## config.mk

```make
export PLATFORM = sky130hd
export DESIGN_NAME = spi_slave_param
export DESIGN_NICKNAME = d
export VERILOG_FILES = /design/src/rtl/spi_slave_param.sv
export SDC_FILE = /design/constraint.sdc
export NUM_CORES = 1
export LEC_CHECK = 0
export ABC_CLOCK_PERIOD_IN_PS = 4000
export CAP_MARGIN = 20
export CORE_MARGIN = 1
export CORE_UTILIZATION = 62
export DETAILED_ROUTE_END_ITERATION = 10
export GPL_TIMING_DRIVEN = 0
export PLACE_DENSITY = 0.8
export SLEW_MARGIN = 20
export SYNTH_ARGS = -nofsm -noshare
export SYNTH_HDL_FRONTEND = slang
export SYNTH_SLANG_ARGS = --single-unit
```

## constraint.sdc

```tcl
create_clock -name sclk -period 4 [get_ports sclk]
set_input_delay 0.4 -clock sclk [delete_from_list [all_inputs] [get_ports sclk]]
set_output_delay 0.4 -clock sclk [all_outputs]
set_load 0.1 [all_outputs]
```

## src/rtl/spi_slave_param.sv

```systemverilog
// spi_slave_param: SPI mode-0 slave fronting N_REGS 8-bit registers, clocked by sclk.
// Define SPI_SLAVE_MISO_TRISTATE_EN to float miso while cs_n is high.
module spi_slave_param #(
    parameter int         N_REGS    = 8,
    parameter logic [7:0] SYNC_BYTE = 8'h7E,
    parameter logic [7:0] READ_TAG  = 8'h88
) (
    input  logic sclk,
    input  logic rst,
    input  logic cs_n,
    input  logic mosi,
    output logic miso
);
    localparam int PW = $clog2(N_REGS + 1);
    localparam logic [2:0] SYNC1 = 3'd0, SYNC2 = 3'd1, TAG = 3'd2, DATA = 3'd3, READ = 3'd4;
    logic [2:0]    state, cnt;
    logic [6:0]    sh, osh;
    logic [7:0]    tag, rx, rd;
    logic [PW-1:0] rptr;
    logic          done, miso_r;
    logic [7:0]    regs [0:N_REGS-1];
    assign rx   = {sh, mosi};
    assign done = cnt == 3'd7;
    always_comb begin
        rd = '0;
        for (int i = 0; i < N_REGS; i++) rd = (rptr == PW'(i)) ? regs[i] : rd;
    end
    always_ff @(posedge sclk or posedge rst) begin
        if (rst) begin
            state <= SYNC1;
            cnt   <= '0;
            sh    <= '0;
            tag   <= '0;
            rptr  <= '0;
            for (int i = 0; i < N_REGS; i++) regs[i] <= '0;
        end else if (cs_n) begin
            state <= SYNC1;
            cnt   <= '0;
            rptr  <= '0;
        end else begin
            cnt <= cnt + 3'd1;
            sh  <= rx[6:0];
            if (done)
                case (state)
                    SYNC1: state <= (rx == SYNC_BYTE) ? SYNC2 : SYNC1;
                    SYNC2: state <= (rx == SYNC_BYTE) ? TAG : SYNC1;
                    TAG: begin
                        tag   <= rx;
                        state <= DATA;
                    end
                    DATA: begin
                        for (int i = 0; i < N_REGS; i++)
                            if (tag == 8'(i)) regs[i] <= rx;
                        rptr  <= '0;
                        state <= (tag == READ_TAG) ? READ : SYNC1;
                    end
                    READ: begin
                        rptr  <= rptr + PW'(1);
                        state <= (rptr == PW'(N_REGS - 1)) ? SYNC1 : READ;
                    end
                    default: state <= SYNC1;
                endcase
        end
    end
    // A fresh register snapshot is taken on the falling edge right after each byte boundary.
    always_ff @(negedge sclk or posedge rst) begin
        if (rst) begin
            osh    <= '0;
            miso_r <= 1'b0;
        end else if (state != READ) begin
            osh    <= '0;
            miso_r <= 1'b0;
        end else if (cnt == 3'd0) begin
            osh    <= rd[6:0];
            miso_r <= rd[7];
        end else begin
            osh    <= {osh[5:0], 1'b0};
            miso_r <= osh[6];
        end
    end
`ifdef SPI_SLAVE_MISO_TRISTATE_EN
    assign miso = cs_n ? 1'bz : miso_r;
`else
    assign miso = miso_r;
`endif
endmodule

```

==> results of run 1 <==
## cells in the final DEF, fill, tap and decap left out, drive strengths merged, types with 4 or more instances in the layout
cell,netlist,layout
inv,10,9
buf,9,15
nor2b,5,5
or4,4,4
o22ai,8,8
a2bb2oi,5,5
clkbuf,17,26
dfrtn,8,8
nor2,15,15
or3,4,4
nand2b,4,4
a311oi,5,5
nand3b,11,11
o211ai,8,8
a21oi,17,17
dlygate4sd1,4,4
nand2,29,29
mux2,79,79
a211oi,6,6
o21ai,10,10
a31oi,6,6
ha,7,7
dfrtp,89,89
## per-stage QoR
stage               hold slack [ns]  setup TNS (ns)  total power [mW]
floorplan                     0.424               0              1.12
global placement              0.440           -4.41              1.18
detailed placement            0.467           -1.78              1.19
CTS                           0.433               0              1.81
global route                  0.465               0              1.87
finish                        0.449               0              1.81
## what timing repair did
| action | CTS | global route |
|---|---|---|
| endpoints found under the setup margin | 9 | 7 |
| pin swaps | 2 | 2 |
| resized for setup | 15 | 16 |
| setup buffers | 2 | 0 |
## power by group
part / leakage [nW] / total, mW / internal (mW) / switching [mW]
logic: 0.919 / 0.160 / 0.0471 / 0.113
registers: 1.34 / 1.01 / 0.999 / 0.0126
clock network: 0.0953 / 0.639 / 0.304 / 0.334
## state kept, by name, indices dropped and copies added (netlist names)
register  flops
miso          1
sh            7
state         3
cnt           3
regs         64
rptr          4
osh           7
tag           8
## final cells by class
cell class	instances	area, um2
multi-input combinational	253	2110
clock inverter	5	55.1
clock buffer	11	141
sequential	97	2430
buffer	30	185
timing repair buffer	7	85.1
tap	99	124
fill	559	2120
inverter	10	41.3
## worst paths after layout
kind                                     startpoint                 end  slack [ns]
worst min-delay path                           cs_n   sh[4]$_DFFE_PP0N_        0.45
max in group asynchronous                       rst    osh[3]$_DFF_NP0_        0.98
worst max-delay path            rptr[0]$_DFFE_PP0P_    osh[1]$_DFF_NP0_        0.04
worst min register to register     cnt[0]$_DFF_PP0_    cnt[0]$_DFF_PP0_        0.47
worst max register to register  rptr[0]$_DFFE_PP0P_    osh[1]$_DFF_NP0_        0.04
min in group asynchronous                       rst  tag[0]$_DFFE_PP0P_        0.49
## critical path, cell delays in order, from the launching register on
cell and delay [ns]:
dfrtp_2 0.45, ha_1 0.26, buf_4 0.20, clkbuf_4 0.20, nor2_1 0.11, a2bb2oi_1 0.10
a311oi_1 0.36, a211oi_1 0.09
## layer usage
metal | up-vias | global-route usage | part of all wire
li1 | 1449 | - | -
met1 | 1650 | 0.437 | 0.47
met2 | 126 | 0.453 | 0.45
met3 | 26 | 0.0563 | 0.055
met4 | 0 | 0.101 | 0.019
met5 | - | 0 | 0
## kinds of logic (layout without fill, tap and decap cells)
kind of cell	after synthesis	in the layout
AOI/OAI and AO/OA	75	75
adders and majority gates	7	7
buffers and inverters	40	63
DFF	97	97
muxes	81	81
and+or+nand+nor	90	90
==> flow_summary.ini, run 1 <==
[critical_path]
worstPathRequired_ns = 2.17
cp_max_fo = 10
ff2ff_path_depth = 7
critPathKind = reg2reg
critPathCaptureType = register
cp_data_arrival_time_ns = 2.14
cp-start-kind = register

[route]
drt-total-wl_um = 10600
wire_per_inst_um = 20.7
firstDrtPassIters = 5
drtAntennaViolNets = 0
routed-via-count = 3251
viasPerCell = 6.35
drtIter0Drc = 327
drc = 0

[place]
port_buffers = 3
post-place-cells = 494
post-place-ws_ns = -0.351
placed_area_um2 = 4900
gp_congestion = 0.919
dpl.hpwl_um = 7290

[clock_tree]
cts_root_buf = clkbuf_8
postCtsHoldBufs = 0
cts.sinks = 97
clkTransAtPathRegs_ns = 0.09
clockBufferDepth = 2
cts_buffers = 9
clk_latency_ns = 0.36
cts-htree-levels = 3
cts_tree = built

[global_routing]
grt.overflow.total = 0
grt_pass1_vias = 3106
grt_pass1_wl_um = 17200
grt_max_degree = 36
antenna_found_initial = 0
gr-usage-all-layers = 0.299

[sta]
finalHoldViolations = 0
slew_headroom = 0.368
rsz0062_at_grt = no
setup_viol = 0
setup_ws_ns = 0.0352
skew_ns = 0.0215
slew_violations = 0
worst_slew_pin_slew_ns = 0.944

[final_layout]
nNetsFinal = 419
syn2layout_area_growth_pct = 9.93
final_cell_count_no_fill = 512
final_util = 0.709
diodes = 0
drive_gt1_frac = 0.339
stdcell_area_um2 = 5170

[worst_hold_path]
worstHoldPathType = in2reg
worstHoldPathCells = 2

[floorplan]
die-area_um2 = 7930
die_y_um = 89.1
die-width_um = 89.1
start_util = 0.645
num_rows = 31
ios = 5
core_um2 = 7290

[synthesis]
synth_fa_ha_area_frac = 0.0186
synthMuxAreaShare = 0.200
synth_top_family_by_area = multiplexers
synth-compound-area-share = 0.107
synth-xor-area-share = 0
synth_commonest_cells = dfrtp_1 (89), mux2_2 (71), nand2_1 (29), a21oi_1 (17), clkbuf_1 (17)
synth_edf_count = 0
synth.most_common_cell = dfrtp_1
synthArstFlopShare = 1.00
synthCells = 390
ys_ff_latch = 97
yosys.area_share.simple = 0.116
syn_avg_cell_area_um2 = 12.1
syn_nets = 401
synth_area_leader_cell = dfrtp_1
yosys_warnings = 0
ys_top_cells_by_area = dfrtp_1 (47%), mux2_2 (17%), dfrtn_1 (4.3%), mux2_4 (2.6%), nand2_1 (2.3%)
ys.flop_type = dfrtp_1
yosysUniqueCellTypes = 48
netlist_area_um2 = 4700
synth_top_area_frac = 0.474
ys_seq_area_frac = 0.516

[power_and_ir_drop]
cellPowerDensity_nw_per_um2 = 350
p_leak_nw = 2.35
peakVddDrop_mv = 0.184

[run]
drv_cap = 0

[run_status]
status = completed
No activity file was read; power rests on OpenSTA's default activity.
==> run 2: changes to the inputs <==
--- a/config.mk
+++ b/config.mk
@@ -6,7 +6,7 @@
 export NUM_CORES = 1
 export LEC_CHECK = 0
 export ABC_CLOCK_PERIOD_IN_PS = 4000
-export CAP_MARGIN = 20
+export CAP_MARGIN = 25
 export CORE_MARGIN = 1
 export CORE_UTILIZATION = 62
 export DETAILED_ROUTE_END_ITERATION = 10
==> run 2 against run 1 <==
- worst setup slack improved by 0.0045 ns
- clock power about the same
- sequential power about the same
- core utilization unchanged
- power about the same
- routed wire length decreased by 0.91%
- final cell count increased by 0.20%
- critical path depth decreased by 6
- first-iteration DRC count unchanged
- combinational power about the same
- hold slack got worse by 0.0025 ns
- largest power group unchanged
- count of clock-buffer cells in the layout unchanged
==> flow_summary.ini, run 2 (same netlist as run 1, synthesis figures left out) <==
[clock_tree]
clkTransAtPathRegs_ns = 0.09
cts.sinks = 97
clockBufferDepth = 2
cts_tree = built
cts_buffers = 9
clk_latency_ns = 0.36
postCtsHoldBufs = 0
cts-htree-levels = 3
cts_root_buf = clkbuf_8

[floorplan]
num_rows = 31
die-width_um = 89.1
start_util = 0.645
die_y_um = 89.1
ios = 5
die-area_um2 = 7930
core_um2 = 7290

[place]
port_buffers = 3
dpl.hpwl_um = 7290
placed_area_um2 = 4900
gp_congestion = 0.919

[critical_path]
crit_chain = clkdlybuf4s15_1
worstPathRequired_ns = 3.60
crit_buf_inv = 1
cp-start-kind = register
critPathKind = reg2out
cpLargestDelayFamily = buffers and inverters
cp_max_fo = 1
critPathSlowestCell = clkdlybuf4s15_1
cp_data_arrival_time_ns = 3.56
critPathCaptureType = output port
slowest_delay_ns = 0.82

[global_routing]
antenna_found_initial = 0
grt_most_used_layer = met2
grt.overflow.total = 0
met2_usage = 0.453
grt_pass1_wl_um = 17200
grt_pass1_vias = 3106
grtUsageMet3 = 0.0563
grt_max_degree = 36
grtUsageMet1 = 0.437
gr-usage-all-layers = 0.299

[route]
drtIter0Drc = 327
drt-total-wl_um = 10500
drtAntennaViolNets = 0
wire_per_inst_um = 20.4
drc = 0
viasPerCell = 6.32
routed-via-count = 3243
firstDrtPassIters = 5

[final_layout]
layout_commonest_cell = dfrtp_1
stdcell_area_um2 = 5170
fillCellCount = 559
reg_top3 = regs: 64 flops, tag: 8 flops
diodes = 0
drive_gt1_frac = 0.338
syn2layout_area_growth_pct = 9.93
largest_reg_flops = 64
top_register = regs
nNetsFinal = 420
layout_common_cells = dfrtp_1 (88), mux2_2 (71), nand2_1 (29), a21oi_1 (17), nor2_1 (13)

[power_and_ir_drop]
p_leak_nw = 2.35
peakVddDrop_mv = 0.184
cellPowerDensity_nw_per_um2 = 350

[run]
drv_cap = 0

[sta]
finalHoldViolations = 0
slew_headroom = 0.372
setup_viol = 0
worst_slew_pin_slew_ns = 0.946
rsz0062_at_grt = no
slew_violations = 0
hold_slack_ns = 0.447
skew_ns = 0.0259

[run_status]
status = completed

[worst_hold_path]
worstHoldPathType = in2reg
==> run 2: layout make-up <==
| type | instances | area (um2) | area share |
|---|---|---|---|
| Tap cell | 99 | 124 | 0.0240 |
| Timing Repair Buffer | 8 | 90.1 | 0.0174 |
| Inverter | 10 | 41.3 | 0.00799 |
| Clock buffer | 11 | 141 | 0.0274 |
| Clock inverter | 5 | 55.1 | 0.0107 |
| Buffer | 30 | 185 | 0.0358 |
| Multi-Input combinational cell | 253 | 2100 | 0.407 |
| Sequential cell | 97 | 2430 | 0.470 |
==> run 2: where the power goes <==
part	switching, mW	internal, mW	leakage, nW
Clock	0.333	0.304	0.0953
Sequential	0.0128	0.999	1.34
Combinational	0.113	0.0471	0.919
Total	0.458	1.35	2.35
==> run 2: worst paths after layout <==
| path | slack, ns | startpoint | end | depth (start not counted) |
|---|---|---|---|---|
| setup / recovery | 0.04 | miso$_DFF_NP0_ | miso | 1 |
| hold / removal | 0.45 | cs_n | sh[4]$_DFFE_PP0N_ | 2 |
| setup reg to reg | 0.06 | rptr[0]$_DFFE_PP0P_ | osh[1]$_DFF_NP0_ | 7 |
| hold reg to reg | 0.47 | cnt[0]$_DFF_PP0_ | cnt[0]$_DFF_PP0_ | 1 |
| max in group asynchronous | 0.98 | rst | osh[3]$_DFF_NP0_ | 3 |
| min in group asynchronous | 0.48 | rst | tag[0]$_DFFE_PP0P_ | 2 |
==> run 2: layer usage <==
| metal | vias up | part of all wire |
|---|---|---|
| li1 | 1452 | - |
| met5 | - | 0 |
| met3 | 21 | 0.056 |
| met1 | 1660 | 0.47 |
| met2 | 110 | 0.46 |
| met4 | 0 | 0.018 |
==> run 2: through the flow <==
step	setup slack (ns)	std cells	TNS, ns	util	total power, mW
finish	0.0397	513	0	0.709	1.81
global route	0.00579	513	0	0.709	1.87
CTS	0.00848	512	0	0.704	1.81
detailed placement	-0.351	494	-1.78	0.672	1.19
global placement	-0.390	492	-4.41	0.666	1.18
floorplan	0.213	390	0	-	1.12
==> run 2: what timing repair did <==
action | in CTS | in global routing
gates resized for setup | 15 | 16
setup endpoints to repair | 9 | 7
buffers inserted | 2 | 0
pin swaps | 2 | 1
